## config.mk

```make
export PLATFORM = sky130hd
export DESIGN_NAME = ex_div_unit_flat
export DESIGN_NICKNAME = d
export VERILOG_FILES = /design/src/rtl/ex_div_unit_if.sv /design/src/rtl/ex_div_unit.sv /design/src/flat_wrapper.sv
export SDC_FILE = /design/constraint.sdc
export NUM_CORES = 1
export LEC_CHECK = 0
export ABC_AREA = 1
export BUFFER_PORTS_ARGS = -buffer_cell sky130_fd_sc_hd__buf_4
export CORE_MARGIN = 2
export CORE_UTILIZATION = 54
export DETAILED_ROUTE_END_ITERATION = 8
export GPL_ROUTABILITY_DRIVEN = 0
export PLACE_DENSITY = 0.8
export SLEW_MARGIN = 10
export SYNTH_ARGS = -nofsm -noshare
export SYNTH_HDL_FRONTEND = slang
export SYNTH_SLANG_ARGS = --single-unit
```

## constraint.sdc

```tcl
create_clock -name clk -period 7.75 [get_ports clk]
set_input_delay 0.3875 -clock clk [delete_from_list [all_inputs] [get_ports clk]]
set_output_delay 0.3875 -clock clk [all_outputs]
set_load 0.005 [all_outputs]
```

## src/rtl/ex_div_unit_if.sv

```systemverilog
// Handshake/bus bundle between the EX stage and the multi-cycle divider.
// master = EX-stage requester, slave = divider engine.
interface ex_div_unit_if #(
   parameter int DATA_W  = 32,
   parameter int STALL_W = 6
);
   logic [STALL_W-1:0] stall;
   logic               div_start;
   logic               div_signed;
   logic               div_cancel;
   logic [DATA_W-1:0]  op_a;
   logic [DATA_W-1:0]  op_b;
   logic               stallreq_from_ex;
   logic               div_ready;
   logic [DATA_W-1:0]  lo_o;
   logic [DATA_W-1:0]  hi_o;

   modport master (
      output stall, div_start, div_signed, div_cancel, op_a, op_b,
      input  stallreq_from_ex, div_ready, lo_o, hi_o
   );

   modport slave (
      input  stall, div_start, div_signed, div_cancel, op_a, op_b,
      output stallreq_from_ex, div_ready, lo_o, hi_o
   );
endinterface

```

## src/rtl/ex_div_unit.sv

```systemverilog
// Restoring DIV/DIVU engine for the EX stage: one quotient bit per cycle,
// stalls the pipeline while busy and holds its result while EX is frozen.
module ex_div_unit #(
   parameter int DATA_W       = 32,
   parameter int STALL_W      = 6,
   parameter int EX_STALL_BIT = 3
) (
   input  logic           clk,
   input  logic           rst,
   ex_div_unit_if.slave   div_if
);
   typedef enum logic [1:0] {IDLE, BUSY, DONE} state_t;

   localparam logic [5:0] LAST_CNT = 6'(DATA_W - 1);

   state_t              state_q, state_d;
   logic [5:0]          cnt_q, cnt_d;
   logic [DATA_W-1:0]   rem_q, rem_d;
   logic [DATA_W-1:0]   dvd_q, dvd_d;
   logic [DATA_W-1:0]   dvs_q, dvs_d;
   logic                neg_quo_q, neg_quo_d;
   logic                neg_rem_q, neg_rem_d;
   logic [DATA_W-1:0]   lo_q, lo_d;
   logic [DATA_W-1:0]   hi_q, hi_d;
   logic                ready_q, ready_d;

   logic [DATA_W:0]     rem_shift;
   logic [DATA_W:0]     trial;
   logic                borrow;
   logic [DATA_W-1:0]   step_rem;
   logic [DATA_W-1:0]   step_quo;
   logic [DATA_W-1:0]   abs_a;
   logic [DATA_W-1:0]   abs_b;
   logic                unused_stall;

   // Only the EX-stage bit matters; the rest of the stall vector is ignored.
   assign unused_stall = ^div_if.stall;

   assign abs_a = (div_if.div_signed && div_if.op_a[DATA_W-1]) ? -div_if.op_a : div_if.op_a;
   assign abs_b = (div_if.div_signed && div_if.op_b[DATA_W-1]) ? -div_if.op_b : div_if.op_b;

   // Remainder can reach 2*divisor after the shift, so trial-subtract in DATA_W+1
   // bits; the top bit of the difference is the borrow.
   assign rem_shift = {rem_q, dvd_q[DATA_W-1]};
   assign trial     = rem_shift - {1'b0, dvs_q};
   assign borrow    = trial[DATA_W];
   assign step_rem  = borrow ? rem_shift[DATA_W-1:0] : trial[DATA_W-1:0];
   assign step_quo  = {dvd_q[DATA_W-2:0], ~borrow};

   always_comb begin
      state_d   = state_q;
      cnt_d     = cnt_q;
      rem_d     = rem_q;
      dvd_d     = dvd_q;
      dvs_d     = dvs_q;
      neg_quo_d = neg_quo_q;
      neg_rem_d = neg_rem_q;
      lo_d      = lo_q;
      hi_d      = hi_q;
      ready_d   = ready_q;
      if (div_if.div_cancel) begin
         state_d = IDLE;
         ready_d = 1'b0;
      end else begin
         case (state_q)
            IDLE: begin
               ready_d = 1'b0;
               if (div_if.div_start) begin
                  if (div_if.op_b == '0) begin
                     // Divide by zero yields a fixed result instead of trapping.
                     lo_d    = '1;
                     hi_d    = div_if.op_a;
                     ready_d = 1'b1;
                     state_d = DONE;
                  end else begin
                     dvd_d     = abs_a;
                     dvs_d     = abs_b;
                     neg_quo_d = div_if.div_signed & (div_if.op_a[DATA_W-1] ^ div_if.op_b[DATA_W-1]);
                     neg_rem_d = div_if.div_signed & div_if.op_a[DATA_W-1];
                     rem_d     = '0;
                     cnt_d     = '0;
                     state_d   = BUSY;
                  end
               end
            end
            BUSY: begin
               rem_d = step_rem;
               dvd_d = step_quo;
               cnt_d = cnt_q + 6'd1;
               if (cnt_q == LAST_CNT) begin
                  lo_d    = neg_quo_q ? -step_quo : step_quo;
                  hi_d    = neg_rem_q ? -step_rem : step_rem;
                  ready_d = 1'b1;
                  cnt_d   = '0;
                  state_d = DONE;
               end
            end
            DONE: begin
               if (!div_if.stall[EX_STALL_BIT]) begin
                  ready_d = 1'b0;
                  state_d = IDLE;
               end
            end
            default: begin
               ready_d = 1'b0;
               state_d = IDLE;
            end
         endcase
      end
   end

   always_ff @(posedge clk) begin
      if (rst) begin
         state_q   <= IDLE;
         cnt_q     <= '0;
         rem_q     <= '0;
         dvd_q     <= '0;
         dvs_q     <= '0;
         neg_quo_q <= 1'b0;
         neg_rem_q <= 1'b0;
         lo_q      <= '0;
         hi_q      <= '0;
         ready_q   <= 1'b0;
      end else begin
         state_q   <= state_d;
         cnt_q     <= cnt_d;
         rem_q     <= rem_d;
         dvd_q     <= dvd_d;
         dvs_q     <= dvs_d;
         neg_quo_q <= neg_quo_d;
         neg_rem_q <= neg_rem_d;
         lo_q      <= lo_d;
         hi_q      <= hi_d;
         ready_q   <= ready_d;
      end
   end

   assign div_if.stallreq_from_ex = div_if.div_start & ~div_if.div_cancel & (state_q != DONE);
   assign div_if.div_ready        = ready_q;
   assign div_if.lo_o             = lo_q;
   assign div_if.hi_o             = hi_q;
endmodule
```

## src/flat_wrapper.sv

```systemverilog
// flat-port wrapper written by rule: the top's interface ports become plain ports
module ex_div_unit_flat 
#(
   parameter int DATA_W       = 32,
   parameter int STALL_W      = 6,
   parameter int EX_STALL_BIT = 3
)
  (clk, rst, div_if_stall, div_if_div_start, div_if_div_signed, div_if_div_cancel, div_if_op_a, div_if_op_b, div_if_stallreq_from_ex, div_if_div_ready, div_if_lo_o, div_if_hi_o);
  ex_div_unit_if #(.DATA_W(DATA_W), .STALL_W(STALL_W)) div_if_i ();
  input  logic clk;
  input  logic rst;
  input wire logic [$bits(div_if_i.stall)-1:0] div_if_stall;
  input wire logic [$bits(div_if_i.div_start)-1:0] div_if_div_start;
  input wire logic [$bits(div_if_i.div_signed)-1:0] div_if_div_signed;
  input wire logic [$bits(div_if_i.div_cancel)-1:0] div_if_div_cancel;
  input wire logic [$bits(div_if_i.op_a)-1:0] div_if_op_a;
  input wire logic [$bits(div_if_i.op_b)-1:0] div_if_op_b;
  output wire logic [$bits(div_if_i.stallreq_from_ex)-1:0] div_if_stallreq_from_ex;
  output wire logic [$bits(div_if_i.div_ready)-1:0] div_if_div_ready;
  output wire logic [$bits(div_if_i.lo_o)-1:0] div_if_lo_o;
  output wire logic [$bits(div_if_i.hi_o)-1:0] div_if_hi_o;
  assign div_if_i.stall = div_if_stall;
  assign div_if_i.div_start = div_if_div_start;
  assign div_if_i.div_signed = div_if_div_signed;
  assign div_if_i.div_cancel = div_if_div_cancel;
  assign div_if_i.op_a = div_if_op_a;
  assign div_if_i.op_b = div_if_op_b;
  assign div_if_stallreq_from_ex = div_if_i.stallreq_from_ex;
  assign div_if_div_ready = div_if_i.div_ready;
  assign div_if_lo_o = div_if_i.lo_o;
  assign div_if_hi_o = div_if_i.hi_o;
  ex_div_unit #(.DATA_W(DATA_W), .STALL_W(STALL_W), .EX_STALL_BIT(EX_STALL_BIT)) u_core (.clk(clk), .rst(rst), .div_if(div_if_i));
endmodule
```

==> summary.md <==
| Metric | Value |
|---|---|
| MaxCap Viol Count | `0` |
| Worst-case clock buffer depth | `2` |
| Critical path type | `reg -> reg` |
| Hold Buf Count CTS | `0` |
| Yosys warns | `0` |
| Critical path peak fanout | `42` |
| Crit-path max cell delay | `0.55 ns` |
| Status | `finished, violations left` |
| Die Y-Extent | `163 um` |
| DIE AREA | `26600 um^2` |
| Vias per cell | `5.66` |
| Worst-Skew Late Latency | `0.45 ns` |
| Post-placement cell area | `14800 um^2` |
| Least-Margin Pin Slew | `1.18 ns` |
| Failing checks | `design-rule violations` |
| CTS tree | `yes` |
| Io pins | `141` |
| Fill cells | `2468` |
| Largest net degree at the start of global routing | `103` |
| Netlist Area Pre-Place | `13700 um^2` |
| Synthesized flop and latch total | `171` |
| Final net count | `2549` |
| Core ar. | `25000 um^2` |
| Power Dens Cells | `164 nW/um^2` |
| Post-synth ARST share | `0` |
| Min-delay src | `div_if_stall[3]` |
| Period Utilization, post-route | `0.686` |
| Setup repair bufs after CTS | `0` |
| DRC Markers | `1` |
| Final hold violation count | `0` |
| Crit-path most repeated cell | `a21oi_1` |
| Peak VDD IR | `0.114 mV` |
| Die W | `163 um` |
| RSZ-0062 raised after global routing | `no` |
| Static Leak | `0.00792 uW` |
| Yosys cell types | `52` |
| Vias in the first global route | `14.1k` |
| Via count | `15.7k` |
| Reg2Reg Launch Point | `u_core.dvs_q[0]` |
| TritonRoute pass-1 iters | `9` |
| Worst min path class | `in -> reg` |
| Rel. slew slack | `0.210` |
| Clk_skew | `0.0169 ns` |
| CP cell instances | `ha_1 -> inv_1 -> fa_1 -> nand2_1 -> nand2_1 -> nand3b_1 -> nand2_2 -> nand2_2 -> nand2_2 -> nand2_4 -> nand3_2 -> nand2_4 -> ha_1 -> nand3_1 -> nor3_2 -> nand4_1 -> nor4_1 -> a21oi_1 -> a21oi_1 -> o21ai_0 -> a21oi_1 -> xor2_1 -> a21oi_1` |
| Fmax | `188 MHz` |
| Main synth FF type | `dfxtp_1` |
| Post-route ant nets | `0` |
| 1st-iter DRT viols | `1804` |
| Slew Limit Fails | `0` |
| Ratio of cells with drive above 1 in the final layout | `0.0976` |
| Final setup fails | `0` |
| Period minus WS final | `5.32 ns` |
| Post-synthesis sequential area ratio | `0.250` |
| Initial antenna violation count | `0` |
| Post-synth EDFFs | `0` |
| CTS root buf | `clkbuf_16` |
| Worst-path clk slew | `0.08 ns` |
| Post-Syn Instances | `2365` |
| H-tree depth | `4` |
| Ant diodes | `0` |
| Total GRT Usage | `0.326` |
| Final wirelength | `43.7 mm` |
| Post-DP HPWL | `32.5 mm` |
| Crit path launch | `u_core.dvs_q[0]` |
| CP Capture Type | `register` |
| Clk sink count | `171` |
| First-pass GRT wire length | `70.0 mm` |
| Wire length per cell | `15.7 um` |
| Post-route setup TNS | `0 ns` |
| Resize count post-CTS | `0` |
| Number of port buffers | `135` |
| P&R area growth vs syn | `12.2%` |
| Final Worst Setup Slack | `2.43 ns` |
| Worst slack at placement | `2.60 ns` |
| Worst path slowest cell | `nor4_1` |
| Setup crit start kind | `register` |
| Post-Syn Area per Cell | `5.79 um^2` |
| Worst Path Arrival | `5.61 ns` |
| WP data required | `8.05 ns` |
| Initial Util | `0.547` |
| Num CTS Buffers | `17` |
| Rows | `58` |
| Total grt overflow | `0` |
| Fin area | `15400 um^2` |
| Mapped Nets | `2478` |
-- state kept, by name, indices dropped and copies added (netlist names) --
signal                   count
u_core.dvd_q                32
u_core.rem_q                32
u_core.state_q               2
u_core.neg_quo_q             1
u_core.neg_rem_q             1
u_core.div_if.lo_o          32
u_core.div_if.div_ready      1
u_core.div_if.hi_o          32
u_core.cnt_q                 6
u_core.dvs_q                32
-- where the power goes --
group	leakage [uW]	internal, uW	switching [uW]
logic	0.00624	223	465
registers	0.00139	920	37.8
clock network	0.000288	441	437
-- metal layers --
layer  wire length, um  track usage
met1             18500        0.449
met2             19100        0.515
met3              4620       0.0538
met4              1490        0.118
met5                 0            0
-- layout make-up --
type | count | area (um^2) | share of cell area
Sequential cell | 171 | 3420 | 0.223
Tap cell | 330 | 413 | 0.0269
Inverter | 323 | 1210 | 0.0790
Multi-Input combinational cell | 1779 | 8640 | 0.563
Clock buffer | 18 | 439 | 0.0286
Timing Repair Buffer | 144 | 1080 | 0.0704
Clock inverter | 14 | 148 | 0.00962
-- cells by family after synthesis --
logic type	synth area share
AO/OA/AOI/OAI	0.181
buffers and inverters	0.120
AND/OR/NAND/NOR	0.378
multiplexers	0.00146
flip-flops	0.250
adder cells (fa/ha/maj)	0.0353
XOR/XNOR	0.0346
-- through the flow --
| stage | hold slack (ns) | instances | utilization | total power, uW |
|---|---|---|---|---|
| after floorplan | 0.432 | 2365 | - | 1430 |
| after global placement | 0.455 | 2747 | 0.590 | 1620 |
| after detailed placement | 0.459 | 2747 | 0.590 | 1640 |
| after CTS | 0.237 | 2779 | 0.613 | 2500 |
| after global routing | 0.246 | 2779 | 0.613 | 2640 |
| final | 0.241 | 2779 | 0.613 | 2520 |
-- path summary, 6_finish.rpt --
| path | endpoint | slack, ns | cells past startpoint |
|---|---|---|---|
| min | u_core.state_q[1] | 0.24 | 3 |
| max reg2reg | u_core.div_if.lo_o[30] | 2.43 | 23 |
| max | u_core.div_if.lo_o[30] | 2.43 | 23 |
| min reg2reg | u_core.div_if.lo_o[25] | 0.47 | 2 |
-- cells in the final DEF, fill, tap and decap left out, drive strengths merged --
| cell type | count |
|---|---|
| o221ai | 1 |
| and3 | 1 |
| buf | 144 |
| nand2 | 755 |
| nor4 | 10 |
| or2 | 3 |
| dfxtp | 171 |
| nor2 | 229 |
| xnor2 | 12 |
| clkinvlp | 1 |
| nor3 | 26 |
| clkbuf | 18 |
| o21a | 2 |
| o21ai | 193 |
| fa | 1 |
| mux2i | 2 |
| a41oi | 1 |
| o311ai | 1 |
| a211oi | 10 |
| a31oi | 26 |
| o211ai | 10 |
| nand4 | 24 |
| nand3b | 7 |
| a21o | 2 |
| xor2 | 42 |
| a221oi | 3 |
| o41ai | 1 |
| and2 | 1 |
| a21oi | 198 |
| o211a | 1 |
| a311oi | 1 |
| o31ai | 9 |
| nand3 | 169 |
| o2111ai | 1 |
| ha | 37 |
| clkinv | 8 |
| inv | 328 |
-- synthesized netlist by cell type (all sizes together), types with 12 or more instances --
cell type	instances	area, um^2
o21ai	193	966
dfxtp	171	3420
inv	320	1200
buf	23	168
ha	37	463
nor3	26	140
nand3	169	868
nand4	24	150
nor2	229	920
a21oi	198	1010
nand2	755	2950
xor2	42	368
xnor2	12	105
clkbuf	69	259
a31oi	26	163
-- critical path, delay by kind of cell, from the launching register on --
| family | cells | cell delay, ns |
|---|---|---|
| compound gates | 5 | 0.97 |
| xor+xnor | 1 | 0.17 |
| fa+ha+maj | 3 | 0.89 |
| buf+inv | 1 | 0.07 |
| flops | 1 | 0.46 |
| simple gates | 13 | 2.58 |
(Power assumes the default switching activity.)
